`config.mk`:
```
export PLATFORM = sky130hd
export DESIGN_NAME = pwm_capture_flat
export DESIGN_NICKNAME = d
export VERILOG_FILES = /design/src/rtl/pwm_capture_pkg.sv /design/src/rtl/pwm_capture_if.sv /design/src/rtl/pwm_capture_sync.sv /design/src/rtl/pwm_capture.sv /design/src/flat_wrapper.sv
export SDC_FILE = /design/constraint.sdc
export NUM_CORES = 1
export LEC_CHECK = 0
export CAP_MARGIN = 25
export CORE_MARGIN = 4
export CORE_UTILIZATION = 34
export CTS_BUF_LIST = sky130_fd_sc_hd__clkbuf_8
export CTS_CLUSTER_DIAMETER = 60
export CTS_CLUSTER_SIZE = 28
export DETAILED_ROUTE_END_ITERATION = 16
export SYNTH_ARGS = -nofsm -noshare
export SYNTH_HDL_FRONTEND = slang
export SYNTH_SLANG_ARGS = --single-unit
```
`constraint.sdc`:
```
create_clock -name clk_i -period 2.2 [get_ports clk_i]
set_clock_uncertainty 0.1 [all_clocks]
set_input_delay 0.44 -clock clk_i [delete_from_list [all_inputs] [get_ports clk_i]]
set_output_delay 0.44 -clock clk_i [all_outputs]
set_load 0.01 [all_outputs]
```
`src/rtl/pwm_capture_pkg.sv`:
```
// pwm_capture_pkg
// Purpose: shared types and helpers for the PWM capture block.
//   pwm_cap_state_e : capture FSM state encoding
//   cnt_max()       : all-ones value of a dw-bit counter (saturation limit)
package pwm_capture_pkg;

    typedef enum logic [1:0] {
        CapIdle,
        CapWaitRise,
        CapMeasHigh,
        CapMeasLow
    } pwm_cap_state_e;

    localparam int unsigned CntDwDefault = 16;

    function automatic int unsigned cnt_max(input int unsigned dw);
        return (dw >= 32) ? 32'hFFFF_FFFF : ((32'd1 << dw) - 32'd1);
    endfunction

endpackage

```
`src/rtl/pwm_capture_if.sv`:
```
// pwm_capture_if
// Purpose: control/result bundle of the PWM capture block.
//   en_i      capture enable (low forces idle)
//   invert_i  invert sampled input before edge detection
//   clr_i     one-cycle clear of sticky ovf_o
//   pwm_i     asynchronous PWM input
//   period_o  last measured period, cycles
//   high_o    last measured high time, cycles
//   valid_o   one-cycle strobe when period_o/high_o update
//   ovf_o     sticky: a counter saturated before the expected edge
//   level_o   synchronized, optionally inverted input level
// master drives the controls and the PWM input; slave is the capture block.
interface pwm_capture_if #(
    parameter int unsigned CntDw = 16
);
    logic             en_i;
    logic             invert_i;
    logic             clr_i;
    logic             pwm_i;
    logic [CntDw-1:0] period_o;
    logic [CntDw-1:0] high_o;
    logic             valid_o;
    logic             ovf_o;
    logic             level_o;

    modport master (
        output en_i, invert_i, clr_i, pwm_i,
        input  period_o, high_o, valid_o, ovf_o, level_o
    );

    modport slave (
        input  en_i, invert_i, clr_i, pwm_i,
        output period_o, high_o, valid_o, ovf_o, level_o
    );
endinterface

```
`src/rtl/pwm_capture_sync.sv`:
```
// pwm_capture_sync
// Purpose: synchronize the asynchronous PWM input, apply optional inversion
// and detect edges on the synchronized level.
//   clk_i, rst_i  clock, async active-high reset
//   pwm_i         asynchronous PWM input
//   invert_i      invert the synchronized level
//   s_q           registered (synchronized, inverted-as-configured) level
//   rise, fall    single-cycle edge flags of that level
// SyncStages must be at least 2.
module pwm_capture_sync #(
    parameter int unsigned SyncStages = 2
) (
    input  logic clk_i,
    input  logic rst_i,
    input  logic pwm_i,
    input  logic invert_i,
    output logic s_q,
    output logic rise,
    output logic fall
);
    logic [SyncStages-1:0] sync_q;
    logic                  s;

    // Inversion sits after the synchronizer so toggling invert_i never
    // touches the metastability chain; it can produce a spurious edge,
    // which the FSM tolerates like any other edge.
    assign s    = sync_q[SyncStages-1] ^ invert_i;
    assign rise = s & ~s_q;
    assign fall = ~s & s_q;

    always_ff @(posedge clk_i or posedge rst_i) begin
        if (rst_i) begin
            sync_q <= '0;
            s_q    <= 1'b0;
        end else begin
            sync_q <= {sync_q[SyncStages-2:0], pwm_i};
            s_q    <= s;
        end
    end
endmodule

```
`src/rtl/pwm_capture.sv`:
```
// pwm_capture
// Purpose: measure period (rise to rise) and high time (rise to fall) of an
// external PWM waveform in clk_i cycles, publishing each completed period
// with a one-cycle valid strobe.
//   clk_i, rst_i  clock, async active-high reset
//   bus           pwm_capture_if slave: controls, PWM input and results
//
// state       | meaning
// ------------+----------------------------------------------------------
// CapIdle     | disabled, counter cleared
// CapWaitRise | armed, waiting for a rise to start a measurement
// CapMeasHigh | counting the high phase, waiting for fall
// CapMeasLow  | counting the low phase, waiting for the closing rise
module pwm_capture
    import pwm_capture_pkg::*;
#(
    parameter int unsigned CntDw      = CntDwDefault,
    parameter int unsigned SyncStages = 2
) (
    input  logic clk_i,
    input  logic rst_i,
    pwm_capture_if.slave bus
);
    localparam logic [CntDw-1:0] CntMax = CntDw'(cnt_max(CntDw));
    localparam logic [CntDw-1:0] CntOne = CntDw'(1);

    pwm_cap_state_e   state;
    logic [CntDw-1:0] cnt;
    logic [CntDw-1:0] high_cnt;
    logic [CntDw-1:0] cnt_inc;
    logic [CntDw-1:0] period_q;
    logic [CntDw-1:0] high_q;
    logic             valid_q;
    logic             ovf_q;
    logic             s_q;
    logic             rise;
    logic             fall;
    logic             sat;

    pwm_capture_sync #(
        .SyncStages(SyncStages)
    ) u_sync (
        .clk_i   (clk_i),
        .rst_i   (rst_i),
        .pwm_i   (bus.pwm_i),
        .invert_i(bus.invert_i),
        .s_q     (s_q),
        .rise    (rise),
        .fall    (fall)
    );

    assign cnt_inc = (cnt == CntMax) ? cnt : cnt + CntOne;

    // Saturation only counts when the edge that would end the phase is
    // absent; an edge in the same cycle is processed normally.
    assign sat = bus.en_i && (cnt == CntMax) &&
                 (((state == CapMeasHigh) && !fall) ||
                  ((state == CapMeasLow)  && !rise));

    always_ff @(posedge clk_i or posedge rst_i) begin
        if (rst_i) begin
            state    <= CapIdle;
            cnt      <= '0;
            high_cnt <= '0;
            period_q <= '0;
            high_q   <= '0;
            valid_q  <= 1'b0;
            ovf_q    <= 1'b0;
        end else begin
            valid_q <= 1'b0;

            if (sat) begin
                ovf_q <= 1'b1;
            end else if (bus.clr_i) begin
                ovf_q <= 1'b0;
            end

            if (!bus.en_i) begin
                state <= CapIdle;
                cnt   <= '0;
            end else begin
                case (state)
                    CapIdle: begin
                        cnt   <= '0;
                        state <= CapWaitRise;
                    end
                    CapWaitRise: begin
                        if (rise) begin
                            cnt   <= CntOne;
                            state <= CapMeasHigh;
                        end
                    end
                    CapMeasHigh: begin
                        if (fall) begin
                            high_cnt <= cnt;
                            cnt      <= cnt_inc;
                            state    <= CapMeasLow;
                        end else if (sat) begin
                            cnt   <= '0;
                            state <= CapWaitRise;
                        end else begin
                            cnt <= cnt_inc;
                        end
                    end
                    CapMeasLow: begin
                        if (rise) begin
                            period_q <= cnt;
                            high_q   <= high_cnt;
                            valid_q  <= 1'b1;
                            cnt      <= CntOne;
                            state    <= CapMeasHigh;
                        end else if (sat) begin
                            cnt   <= '0;
                            state <= CapWaitRise;
                        end else begin
                            cnt <= cnt_inc;
                        end
                    end
                    default: begin
                        cnt   <= '0;
                        state <= CapIdle;
                    end
                endcase
            end
        end
    end

    assign bus.period_o = period_q;
    assign bus.high_o   = high_q;
    assign bus.valid_o  = valid_q;
    assign bus.ovf_o    = ovf_q;
    assign bus.level_o  = s_q;
endmodule

```
`src/flat_wrapper.sv`:
```
// flat-port wrapper written by rule: the top's interface ports become plain ports
module pwm_capture_flat import pwm_capture_pkg::*;
#(
    parameter int unsigned CntDw      = CntDwDefault,
    parameter int unsigned SyncStages = 2
)
  (clk_i, rst_i, bus_en_i, bus_invert_i, bus_clr_i, bus_pwm_i, bus_period_o, bus_high_o, bus_valid_o, bus_ovf_o, bus_level_o);
  pwm_capture_if #(.CntDw(CntDw)) bus_i ();
  input  logic clk_i;
  input  logic rst_i;
  input wire logic [$bits(bus_i.en_i)-1:0] bus_en_i;
  input wire logic [$bits(bus_i.invert_i)-1:0] bus_invert_i;
  input wire logic [$bits(bus_i.clr_i)-1:0] bus_clr_i;
  input wire logic [$bits(bus_i.pwm_i)-1:0] bus_pwm_i;
  output wire logic [$bits(bus_i.period_o)-1:0] bus_period_o;
  output wire logic [$bits(bus_i.high_o)-1:0] bus_high_o;
  output wire logic [$bits(bus_i.valid_o)-1:0] bus_valid_o;
  output wire logic [$bits(bus_i.ovf_o)-1:0] bus_ovf_o;
  output wire logic [$bits(bus_i.level_o)-1:0] bus_level_o;
  assign bus_i.en_i = bus_en_i;
  assign bus_i.invert_i = bus_invert_i;
  assign bus_i.clr_i = bus_clr_i;
  assign bus_i.pwm_i = bus_pwm_i;
  assign bus_period_o = bus_i.period_o;
  assign bus_high_o = bus_i.high_o;
  assign bus_valid_o = bus_i.valid_o;
  assign bus_ovf_o = bus_i.ovf_o;
  assign bus_level_o = bus_i.level_o;
  pwm_capture #(.CntDw(CntDw), .SyncStages(SyncStages)) u_core (.clk_i(clk_i), .rst_i(rst_i), .bus(bus_i));
endmodule
```
==> run_results.csv <==
group,metric,value,unit
critical_path,slowest_delay,460,ps
power,switchingPower,607.4,uW
critical_path,crit_path_start_kind,"input pin",
floorplanning,core_area,8848,um2
clock_network,htreeDepth,3,
yosys,synthAdderAreaFrac,0.3981,%
critical_path,crit_fanout,9,
route,postRouteAntennaNets,0,
yosys,syn_inst,246,
clock_network,cts.sinks,71,
floorplanning,num_io_pins,41,
global_routing,overflow,0,
clock_network,cts_tree,"yes",
placed_design,place_hpwl,4623,um
floorplanning,fp.dieH,104.1,um
global_routing,grt_pass1_wl,11130,um
sta,slew_viol_final,0,
power,p_leak,0.001921,uW
route,drt_iter0_drc,71,
finish,nets,323,
critical_path,critPathArrivalTime,2260,ps
clock_network,clkTransAtPathRegs,70,ps
clock_network,cts_root_buf,"clkbuf_8",
sta,fin_tns_setup,0,ps
route,routed_wl,6572,um
critical_path,required,2340,ps
floorplanning,rows,34,
clock_network,clk_latency,350,ps
finish,utilization,46.31,%
power,clkPwrFrac,41.4,%
critical_path,cp-end-kind,"register",
yosys,synth_mux_area_share,17.20,%
critical_path,critical_path.n_buffers_inverters,3,
flow_run,maxCapViolCount,0,
critical_path,worst_r2r_path_depth,7,
finish,antenna_cells,0,
sta,hold_violations,0,
yosys,synth_top_cell_area_share,56.53,%
sta,fmax,471.8,MHz
yosys,ys.flop_type,"dfrtp_1",
yosys,synth_edf_count,0,
global_routing,grt_max_degree,72,
clock_network,holdBufCountCts,0,
sta,period_share,96.33,%
sta,max_slew_margin,74.08,%
critical_path,r2r_end,"u_core.cnt[3]",
sta,setup_viol,0,
yosys,synth_top_family_by_area,"multiplexers",
route,vias,2208,
floorplanning,die_area,10850,um2
clock_network,cts_resized,0,
yosys,yosys.area.top_type,"dfrtp_1",
hold_path,whs_endpoint,"u_core.u_sync.sync_q[1]",
power,intPower,1907,uW
yosys,synth_area,3143,um2
floorplanning,dieWidth,104.1,um
yosys,async_flop_share,100.0,%
placed_design,place.gp.congestion,0.8575,
critical_path,r2r-start,"u_core.cnt[1]",
critical_path,path_class,"in2reg",
sta,min_period,2119,ps
floorplanning,start_util,35.52,%
hold_path,holdCritStartpoint,"u_core.u_sync.sync_q[0]",
finish,syn2layout_area_growth,30.37,%
yosys,synth_simple_gate_area_share,11.11,%
route,drc,0,
power,combPwrFrac,5.9,%
hold_path,hold_class,"reg2reg",
critical_path,cp_top_family,"simple AND/OR/NAND/NOR gates",
power,power_frac_seq,52.7,%
power,swShare,24.15,%
yosys,synth-seq-cells,71,
yosys,syn-num-nets,253,
yosys,synth_compound_area_share,10.79,%
yosys,avgSynthCellArea,12.78,um2
route,routed_via_density,5.147,
route,wl_per_cell,15.32,um
hold_path,holdPathStages,0,
clock_network,cts_buffer_depth,2,
sta,tightest_slew,388.8,ps
global_routing,grt_usage,12.78,%
power,p_per_area,613.7,nW/um2
status,status,"finished, final reports clean",
global_routing,antenna_found_initial,0,
clock_network,cts_made_buffers,9,
critical_path,critical-path-slowest-cell,"or3_1",
finish,layout-drive-gt1-share,34.58,%
yosys,synth_seq_area_share,56.53,%
yosys,synth_area_leaders,"dfrtp_1 (57%), mux2_2 (17%), nand2_1 (2.1%)",
yosys,ys_types,49,
power,peakVddDrop,0.2461,mV
critical_path,crit_path_cell_trace,"clkdlybuf4s50_1 > xnor2_2 > inv_2 > or3_1 > nor2_8 > buf_12 > mux2_2",
yosys,synthXorXnorAreaFrac,0.5175,%
global_routing,grt_pass1_vias,2245,
route,firstDrtPassIters,4,
placed_design,portBuffers,40,
critical_path,ff2ff_setup_slack,90,ps
yosys,ys_warn_count,0,
power by group through the flow:
stage / registers, uW / clock network (uW) / logic [uW]
after floorplan: 1350 / 0 / 76.4
after global placement: 1350 / 0 / 150
after detailed placement: 1350 / 0 / 154
after CTS: 1320 / 1070 / 154
after global routing: 1330 / 1140 / 165
final: 1320 / 1040 / 149
flip-flops by register name (all words and copies together) (netlist names):
| signal | count |
|---|---|
| u_core.bus.high_o | 16 |
| u_core.u_sync.s_q | 1 |
| u_core.bus.period_o | 16 |
| u_core.state | 2 |
| u_core.cnt | 16 |
| u_core.bus.valid_o | 1 |
| u_core.u_sync.sync_q | 2 |
| u_core.high_cnt | 16 |
| u_core.bus.ovf_o | 1 |
kinds of logic after synthesis:
| group | after synthesis |
|---|---|
| AO/OA/AOI/OAI | 48 |
| XOR/XNOR | 1 |
| adder cells (fa/ha/maj) | 1 |
| buffers and inverters | 20 |
| flip-flops | 71 |
| multiplexers | 48 |
| AND/OR/NAND/NOR | 57 |
routing by layer:
metal / part of all wire (%) / global-route usage, % / vias up
li1: - / - / 1057
met1: 46 / 16.28 / 1082
met2: 46 / 19.55 / 54
met3: 5.1 / 4.097 / 15
met4: 2.7 / 6.363 / 0
met5: 0 / 0 / -
stage by stage:
step / instances / hold WS, ps / cell area (um2) / worst slack, ps / power [uW]
floorplan: 246 / 231.2 / 3147 / 168.1 / 1430
global placement: 411 / 234.3 / 3887 / -286.6 / 1500
detailed placement: 411 / 236.4 / 3887 / -306.4 / 1504
CTS: 427 / 254.2 / 4083 / 82.46 / 2551
global route: 429 / 264.9 / 4098 / -27.80 / 2630
finish: 429 / 251.3 / 4098 / 80.66 / 2515
worst max-delay path by stage:
stage | cells after the start | end | slack [ps] | startpoint
after floorplan | 7 | u_core.high_cnt[0] | 170 | bus_invert_i
after global placement | 7 | u_core.high_cnt[0] | -290 | bus_invert_i
after detailed placement | 7 | u_core.high_cnt[15] | -310 | bus_invert_i
after CTS | 7 | u_core.high_cnt[15] | 80 | bus_invert_i
after global routing | 8 | u_core.cnt[12] | -30 | u_core.cnt[0]
final | 7 | u_core.high_cnt[11] | 80 | bus_invert_i
Yosys cell counts (2+ instances only):
| master | n |
|---|---|
| nand2_1 | 18 |
| mux2_2 | 48 |
| o21bai_1 | 2 |
| buf_6 | 3 |
| dfrtp_1 | 71 |
| nor2_1 | 6 |
| inv_1 | 5 |
| a31o_2 | 2 |
| nand4b_1 | 2 |
| nand3_1 | 6 |
| and3_1 | 4 |
| o21ai_0 | 5 |
| buf_2 | 5 |
| nand4_1 | 5 |
| or4_1 | 2 |
| or3_1 | 2 |
| a21oi_1 | 10 |
| a31oi_1 | 9 |
| o31ai_1 | 2 |
| a41oi_1 | 3 |
| nor3_1 | 2 |
| clkbuf_1 | 4 |
| nor4_1 | 3 |
| o21ai_2 | 2 |
area by class of cell:
cell class | instances | area [um2]
clock buffer | 9 | 123.9
clock inverter | 7 | 71.32
fill | 826 | 4751
inverter | 6 | 26.28
multi-input combinational | 155 | 1266
sequential | 71 | 1777
tap | 108 | 135.1
timing repair buffer | 73 | 698.2
layout by cell type (no fill, tap or decap), types with 2 or more instances in the layout:
cell and count:
clkdlybuf4s50_1 40, buf_4 29, nand4b_1 2, inv_1 4, a31oi_1 9, nand4_1 5, clkinv_2 3, o21bai_1 2
nor3_1 2, or4_1 2, buf_12 4, o21ai_0 5, o31ai_1 2, a41oi_1 3, inv_6 2, clkbuf_8 9
dfrtp_1 71, nand2_1 18, or3_1 2, and3_1 4, mux2_2 48, a31o_2 2, a21oi_1 10, nor2_1 6
nand3_1 6, o21ai_2 2, nor4_1 3
timing repair:
item                       CTS  global route
setup endpoints to repair    1             1
cloned                       0             0
pin swaps                    1             2
setup buffers                0             2
Note: power is estimated with default switching activity, not from simulation.
